## src/rtl/fir_decimator.sv

```systemverilog
`default_nettype none
// ============================================================================
// Module   : fir_decimator
// Summary  : Integrate-and-dump decimator for FIR samples, with a result FIFO
//            and a saturating counter of blocks lost to backpressure.
// Revision : 1.0
// ============================================================================
module fir_decimator #(
  parameter int IN_WIDTH   = 16,
  parameter int DECIM      = 4,
  parameter int OUT_WIDTH  = IN_WIDTH + $clog2(DECIM),
  parameter int FIFO_DEPTH = 4,
  parameter int DROP_W     = 8
) (
  input  logic                     clk,
  input  logic                     rst,
  input  logic [IN_WIDTH-1:0]      in_data,
  input  logic                     in_en,
  input  logic                     flush,
  output logic [OUT_WIDTH-1:0]     out_data,
  output logic                     out_partial,
  output logic                     out_valid,
  input  logic                     out_ready,
  output logic [$clog2(DECIM)-1:0] phase,
  output logic [DROP_W-1:0]        drop_count
);

  localparam int c_ph_w  = $clog2(DECIM);
  localparam int c_ptr_w = $clog2(FIFO_DEPTH);
  localparam int c_cnt_w = $clog2(FIFO_DEPTH + 1);
  localparam logic [c_ph_w-1:0]  c_last = c_ph_w'(DECIM - 1);
  localparam logic [c_cnt_w-1:0] c_full = c_cnt_w'(FIFO_DEPTH);

  logic [OUT_WIDTH-1:0] r_acc;
  logic [c_ph_w-1:0]    r_phase;
  logic [OUT_WIDTH:0]   r_mem [FIFO_DEPTH];
  logic [c_ptr_w-1:0]   r_wr_ptr;
  logic [c_ptr_w-1:0]   r_rd_ptr;
  logic [c_cnt_w-1:0]   r_count;
  logic [DROP_W-1:0]    r_drop;

  logic [OUT_WIDTH-1:0] w_sum;
  logic                 w_close;
  logic                 w_push;
  logic                 w_pop;
  logic                 w_full;
  logic                 w_wr;
  logic                 w_drop;

  assign w_sum   = r_acc + (in_en ? OUT_WIDTH'(in_data) : '0);
  assign w_close = in_en && (r_phase == c_last);
  // A flush on an empty block with no sample has nothing to report.
  assign w_push  = w_close || (flush && (in_en || (r_phase != '0)));
  assign w_pop   = (r_count != '0) && out_ready;
  assign w_full  = (r_count == c_full);
  assign w_wr    = w_push && (!w_full || w_pop);
  assign w_drop  = w_push && w_full && !w_pop;

  always_ff @(posedge clk or posedge rst) begin
    if (rst) begin
      r_acc   <= '0;
      r_phase <= '0;
    end else if (w_push) begin
      r_acc   <= '0;
      r_phase <= '0;
    end else if (in_en) begin
      r_acc   <= w_sum;
      r_phase <= r_phase + c_ph_w'(1);
    end
  end

  // Storage needs no reset: the head is masked while the queue is empty.
  always_ff @(posedge clk) begin
    if (w_wr) begin
      r_mem[r_wr_ptr] <= {!w_close, w_sum};
    end
  end

  always_ff @(posedge clk or posedge rst) begin
    if (rst) begin
      r_wr_ptr <= '0;
      r_rd_ptr <= '0;
      r_count  <= '0;
    end else begin
      if (w_wr) begin
        r_wr_ptr <= r_wr_ptr + c_ptr_w'(1);
      end
      if (w_pop) begin
        r_rd_ptr <= r_rd_ptr + c_ptr_w'(1);
      end
      case ({w_wr, w_pop})
        2'b10:   r_count <= r_count + c_cnt_w'(1);
        2'b01:   r_count <= r_count - c_cnt_w'(1);
        default: r_count <= r_count;
      endcase
    end
  end

  always_ff @(posedge clk or posedge rst) begin
    if (rst) begin
      r_drop <= '0;
    end else if (w_drop && (r_drop != {DROP_W{1'b1}})) begin
      r_drop <= r_drop + DROP_W'(1);
    end
  end

  assign out_valid   = (r_count != '0);
  assign out_data    = out_valid ? r_mem[r_rd_ptr][OUT_WIDTH-1:0] : '0;
  assign out_partial = out_valid ? r_mem[r_rd_ptr][OUT_WIDTH] : 1'b0;
  assign phase       = r_phase;
  assign drop_count  = r_drop;

endmodule
`default_nettype wire

```

## config.mk

```make
export PLATFORM = sky130hd
export DESIGN_NAME = fir_decimator
export DESIGN_NICKNAME = d
export VERILOG_FILES = /design/src/rtl/fir_decimator.sv
export SDC_FILE = /design/constraint.sdc
export NUM_CORES = 1
export LEC_CHECK = 0
export CORE_MARGIN = 8
export CORE_UTILIZATION = 58
export DETAILED_ROUTE_END_ITERATION = 16
export PLACE_DENSITY = 0.91
export SYNTH_ARGS = -nofsm -noshare
export SYNTH_HDL_FRONTEND = slang
export SYNTH_SLANG_ARGS = --single-unit
```

## constraint.sdc

```tcl
create_clock -name clk -period 3.5 [get_ports clk]
set_input_delay 0.35 -clock clk [delete_from_list [all_inputs] [get_ports clk]]
set_output_delay 0.35 -clock clk [all_outputs]
set_load 0.03 [all_outputs]
```

==> results of run 1 <==
## state kept, by name, indices dropped and copies added, names as in the netlist
name	cells
phase	2
r_acc	18
r_count	3
r_mem	76
drop_count	8
r_rd_ptr	2
r_wr_ptr	2
## power by group through the flow
stage	Sequential (mW)	Clock (mW)	Combinational, mW
floorplan	1.88	0	1.40
global placement	1.88	0	2.06
detailed placement	1.90	0	2.12
CTS	1.89	0.752	2.16
global route	1.91	0.796	2.29
finish	1.89	0.745	2.15
## cell usage after synthesis (3+ instances only)
cell / number / share of area
nor3_1: 6 / 0.0054
o21bai_1: 3 / 0.0041
nand2b_1: 3 / 0.0034
nor2_1: 13 / 0.0088
nand3_1: 13 / 0.012
xor2_1: 5 / 0.0079
a211oi_1: 4 / 0.0054
a22o_1: 11 / 0.017
o211ai_1: 3 / 0.0041
and2_1: 41 / 0.046
ha_1: 23 / 0.052
buf_2: 5 / 0.0045
dfrtp_1: 35 / 0.16
edfxtp_1: 76 / 0.41
a211o_1: 3 / 0.0047
nand2_1: 20 / 0.014
or3_1: 4 / 0.0045
nand4_1: 3 / 0.0034
inv_1: 20 / 0.014
a21o_1: 4 / 0.0054
o21ai_0: 12 / 0.011
mux4_2: 19 / 0.077
xnor2_1: 19 / 0.030
a21oi_1: 16 / 0.014
clkbuf_1: 12 / 0.0081
a31oi_1: 4 / 0.0045
## kinds of logic after synthesis
family,count (synthesis),share of synthesized area
AO/OA/AOI/OAI,79,0.104
adder cells (fa/ha/maj),25,0.0590
buffers and inverters,38,0.0281
AND/OR/NAND/NOR,120,0.121
flip-flops,111,0.568
multiplexers,22,0.0828
XOR/XNOR,24,0.0378
## per-stage QoR
step / area [sq um] / worst slack, ns / hold slack, ns / setup TNS (ns)
finish: 6450 / 0.259 / 0.399 / 0
global route: 6450 / 0.135 / 0.442 / 0
CTS: 6450 / 0.366 / 0.415 / 0
detailed placement: 6250 / -0.0136 / 0.499 / -0.0540
global placement: 6250 / 0.250 / 0.495 / 0
floorplan: 5560 / 0.721 / 0.472 / 0
## path summary, 6_finish.rpt
| path | start | end | cells after the start |
|---|---|---|---|
| min reg2reg | drop_count[7] | drop_count[7] | 1 |
| min | rst | drop_count[0] | 3 |
| max | in_en | r_mem[0][10] | 11 |
| max reg2reg | r_acc[0] | r_mem[0][10] | 9 |
| max in group asynchronous | rst | r_rd_ptr[1] | 3 |
| min in group clk | drop_count[7] | drop_count[7] | 1 |
## critical path, delay by kind of cell
kind	cells	cell delay, ns
xor+xnor	1	0.37
buf+inv	2	0.83
compound gates	4	0.81
fa+ha+maj	2	0.57
simple gates	2	0.42
## final cells by class
class	instances	area [sq um]
timing repair buffer	65	613
tap	129	161
multi-input combinational	270	2240
inverter	20	75.1
clock buffer	9	124
clock inverter	7	72.6
fill	641	2840
sequential	111	3160
## routing by layer
layer,GRT usage,share of wire,wire length (um),up-vias
met3,0.0454,0.079,978,28
met5,0,0.0010,13,-
met4,0.0763,0.021,260,2
met2,0.318,0.49,6080,180
met1,0.252,0.41,5120,1828
li1,-,-,-,1686
==> summary.md, run 1 <==
| Metric | Value |
|---|---|
| Status | `completed` |
| Tightest Pin Transition | `0.672 ns` |
| Num CTS Buffers | `9` |
| Most used cell, CP | `a21oi_1` |
| Worst-path clk slew | `0.11 ns` |
| Slew Limit Fails | `0` |
| Seq cells post-synth | `111` |
| Post-Syn Area per Cell | `roughly 13 sq um` |
| CTS tree | `built` |
| Slowest CP cell | `clkdlybuf4s50_1` |
| Initial DRC count | `259` |
| CTS max path bufs | `2` |
| Clk network pwr share | `0.156` |
| Post-Syn Area | `5560 sq um` |
| Pwr per Cell Area | `about 740 nW/um^2` |
| NetSw | `1.84 mW` |
| Critical Path End Type | `flip-flop` |
| Most common cell after layout, fill and taps aside | `edfxtp_1` |
| DR vias | `3,724` |
| Port Buffers | `50` |
| Flop-to-flop setup slack | `0.85 ns` |
| # setup viols final | `0` |
| Drt drc | `0` |
| F_max | `0.309 GHz` |
| Final nets | `523` |
| Vias in the first global route | `3,693` |
| Die area | `13,000 sq um` |
| Setup Crit Path Kind | `in2reg` |
| Worst Skew | `0.0144 ns` |
| Largest net degree at the start of global routing | `36` |
| Critical path launch point type | `input port` |
| Pre-antenna DRT Iters | `5` |
| Initial antenna violation count | `1` |
| Sw frac | `0.385` |
| Hold Path Class | `in2async` |
| Max IR drop VDD | `0.308 mV` |
| Cts hold-fix bufs | `0` |
| Max incr delay on CP | `0.77 ns` |
| Post-CTS setup buffer count | `0` |
| Post-synth EDFFs | `76` |
| Ys Warns | `0` |
| Combinational Power Share | `0.449` |
| Worst path cell trace | `clkdlybuf4s50_1 -> and2_1 -> ha_1 -> inv_1 -> fa_1 -> nor2b_1 -> o31ai_2 -> a21oi_1 -> a221o_1 -> a21oi_1 -> xnor2_1` |
| I/O pin cnt | `51` |
| Slew headroom | `0.548` |
| Minimum clock period | `3.24 ns` |
| Grt ovf | `0` |
| Most frequent cells in the layout | `76 x edfxtp_1, 50 x clkdlybuf4s50_1, 41 x and2_1, 35 x dfrtp_1, 23 x ha_1` |
| CTS resizes | `0` |
| Placed Cells incl. Taps | `595` |
| Post-Syn Instances | `419` |
| Leak Pwr | `about 2.5 nW` |
| Fin util | `0.695` |
| Initial Util | `0.599` |
| DPL Wire Length | `8.41 mm` |
| Max-cap violation count | `0` |
| CP Data Arrival Time | `3.36 ns` |
| Critical Path Fanout Max | `11` |
| Wire per inst | `between 20 and 25 um` |
| First-pass GRT wire length | `19.7 mm` |
| Data required time at the worst endpoint | `3.62 ns` |
| Fin. Hold Viols | `0` |
| Final antenna-violating net count | `0` |
| Unrepaired setup endpoints after global routing | `no` |
| Final Cycle Share | `0.926` |
| Antenna Cells | `0` |
| Final WL | `12.4 mm` |
| Core ar. | `about 9300 sq um` |
| Sequential share of power | `0.395` |
| Sequential area share after synthesis | `0.568` |
| Share of layout cells above drive strength 1 | `0.124` |
| Rows | `35` |
| P_int | `between 2 and 3 mW` |
| CTS Root Buffer Type | `clkbuf_8` |
| H-Tree Depth | `3` |
| Total GRT Usage | `0.197` |
| Total power | `approximately 4.8 mW` |
| Area growth syn-to-layout | `16.0%` |
| Routability Congestion | `0.910` |
| Synth Flop Type | `edfxtp_1` |
| Worst-Skew Late Latency | `0.36 ns` |
| Synth cell types | `60` |
| Via density | `slightly above 6` |
| Ys async rst share | `0.315` |
| Die height | `114 um` |
| Clk sink count | `between 100 and 150` |
| Final non-filler cell total | `611` |
| DIE WIDTH | `114 um` |
| Synthesized Nets | `465` |
(Power assumes the default switching activity.)
==> run 2: changes to the inputs <==
Settings changed: CORE_MARGIN 8 to unset.
==> summary.md, run 2 (synthesized netlist as in run 1, its figures left out) <==
| Metric | Value |
|---|---|
| Status | `completed` |
| Worst-path clk slew | `~0.12 ns` |
| Core ar. | `about 9300 sq um` |
| P_int | `2.95 mW` |
| Final antenna-violating net count | `0` |
| First-pass GRT wire length | `18.1 mm` |
| Hold Path Class | `in2async` |
| F_max | `0.315 GHz` |
| Routability Congestion | `about 0.98` |
| Data required time at the worst endpoint | `3.59 ns` |
| Most common cell after layout, fill and taps aside | `edfxtp_1` |
| Rows | `35` |
| # setup viols final | `0` |
| Worst-Skew Late Latency | `0.37 ns` |
| DIE WIDTH | `99.9 um` |
| Crit path from | `in_en` |
| Critical path launch point type | `input port` |
| Post-CTS setup buffer count | `0` |
| RR Endpoint | `r_mem[1][15]` |
| CTS resizes | `0` |
| Die area | `around 10000 sq um` |
| Via density | `6.02` |
| Slew Limit Fails | `0` |
| Fillcell total | `634` |
| CTS Root Buffer Type | `clkbuf_8` |
| Register-to-Register Path Depth | `7` |
| Final WL | `11.4 mm` |
| H-Tree Depth | `3` |
| Antenna Cells | `0` |
| Hold_ws | `~0.38 ns` |
| Initial Util | `0.599` |
| Initial antenna violation count | `0` |
| Fin util | `0.697` |
| Worst Skew | `0.0141 ns` |
| Critical Path Fanout Max | `8` |
| Final nets | `around 530` |
| Post-layout instance area | `6470 sq um` |
| TNS Setup | `0 ns` |
| CTS max path bufs | `2` |
| Grt ovf | `0` |
| Leak Pwr | `2.50 nW` |
| Tightest Pin Transition | `between 0.6 and 0.7 ns` |
| Pwr per Cell Area | `734 nW/um^2` |
| Max-cap violation count | `0` |
| Area growth syn-to-layout | `16.4%` |
| Final Cycle Share | `0.908` |
| Sequential share of power | `0.393` |
| Share of layout cells above drive strength 1 | `0.128` |
| Initial DRC count | `244` |
| Vias in the first global route | `3,575` |
| Slew headroom | `0.566` |
| DPL Wire Length | `8.07 mm` |
| Sw frac | `0.378` |
| R2R Path Start | `r_acc[1]` |
| Unrepaired setup endpoints after global routing | `no` |
| Cts hold-fix bufs | `0` |
| Total GRT Usage | `0.241` |
| Die height | `about 100 um` |
| Drt drc | `0` |
| Largest net degree at the start of global routing | `36` |
| Worst setup path end | `r_mem[1][15]` |
| CTS tree | `built` |
| Post-DP Area | `roughly 6300 sq um` |
| Combinational Power Share | `0.450` |
| CP Data Arrival Time | `3.27 ns` |
| Port Buffers | `50` |
| Max IR drop VDD | `between 0.3 and 0.4 mV` |
| Wire per inst | `18.5 um` |
| Num CTS Buffers | `9` |
| NetSw | `1.80 mW` |
| Clk sink count | `around 110` |
| Clk network pwr share | `0.158` |
| Pre-antenna DRT Iters | `5` |
| I/O pin cnt | `between 50 and 60` |
| Flop-to-flop setup slack | `~0.73 ns` |
| DR vias | `between 3k and 4k` |
| Largest Register | `r_mem` |
| Minimum clock period | `3.18 ns` |
| Setup Crit Path Kind | `in2reg` |
| Most frequent cells in the layout | `76 x edfxtp_1, 50 x clkdlybuf4s50_1, 41 x and2_1, 35 x dfrtp_1, 23 x ha_1` |
| Max reg flops | `76` |
| Fin. Hold Viols | `0` |
| Critical Path End Type | `flip-flop` |
==> run 2: critical path, cell delays in order <==
cell	delay, ns
clkdlybuf4s50_1	0.67
nand2_1	0.16
inv_1	0.10
ha_1	0.23
a21o_1	0.19
and4_1	0.21
or2_0	0.33
a22oi_1	0.39
a21oi_1	0.12
nor3_1	0.50
==> run 2: worst min path at each step <==
stage | from | endpoint | depth (start not counted)
floorplan | r_acc[13] | r_acc[13] | 1
global placement | r_acc[7] | r_acc[7] | 1
detailed placement | drop_count[7] | drop_count[7] | 1
CTS | rst | drop_count[1] | 3
global route | rst | drop_count[1] | 3
finish | rst | drop_count[3] | 3
==> run 2: layout make-up <==
class                   instances  area (sq um)  area share
well taps                     129           161      0.0250
clock buffers                   9           124      0.0191
multi-input cells             270          2240       0.347
clock inverters                 7          77.6      0.0120
repair buffers                 67           628      0.0971
flip-flops and latches        111          3160       0.488
inverters                      20          75.1      0.0116
==> run 2: layer usage <==
metal,vias to the layer above,track usage,share of wire
li1,1692,-,-
met1,1815,0.333,0.43
met2,170,0.404,0.50
met3,16,0.0355,0.057
met4,0,0.0656,0.0086
met5,-,0,0
==> run 2: per-stage QoR <==
step / std cells / power (mW) / setup slack, ns
3_3_place_gp: 597 / 3.94 / 0.289
3_5_place_dp: 597 / 4.03 / 0.0214
4_1_cts: 613 / 4.76 / 0.388
6_report: 613 / 4.75 / 0.324
2_1_floorplan: 419 / 3.28 / 0.721
5_1_grt: 613 / 4.99 / 0.185
==> run 2: power groups by stage <==
stage          clock, mW  sequential [mW]  combinational [mW]
3_5_place_dp           0             1.89                2.14
5_1_grt            0.811             1.89                2.29
2_1_floorplan          0             1.88                1.40
6_report           0.749             1.87                2.14
4_1_cts            0.754             1.86                2.14
3_3_place_gp           0             1.87                2.07
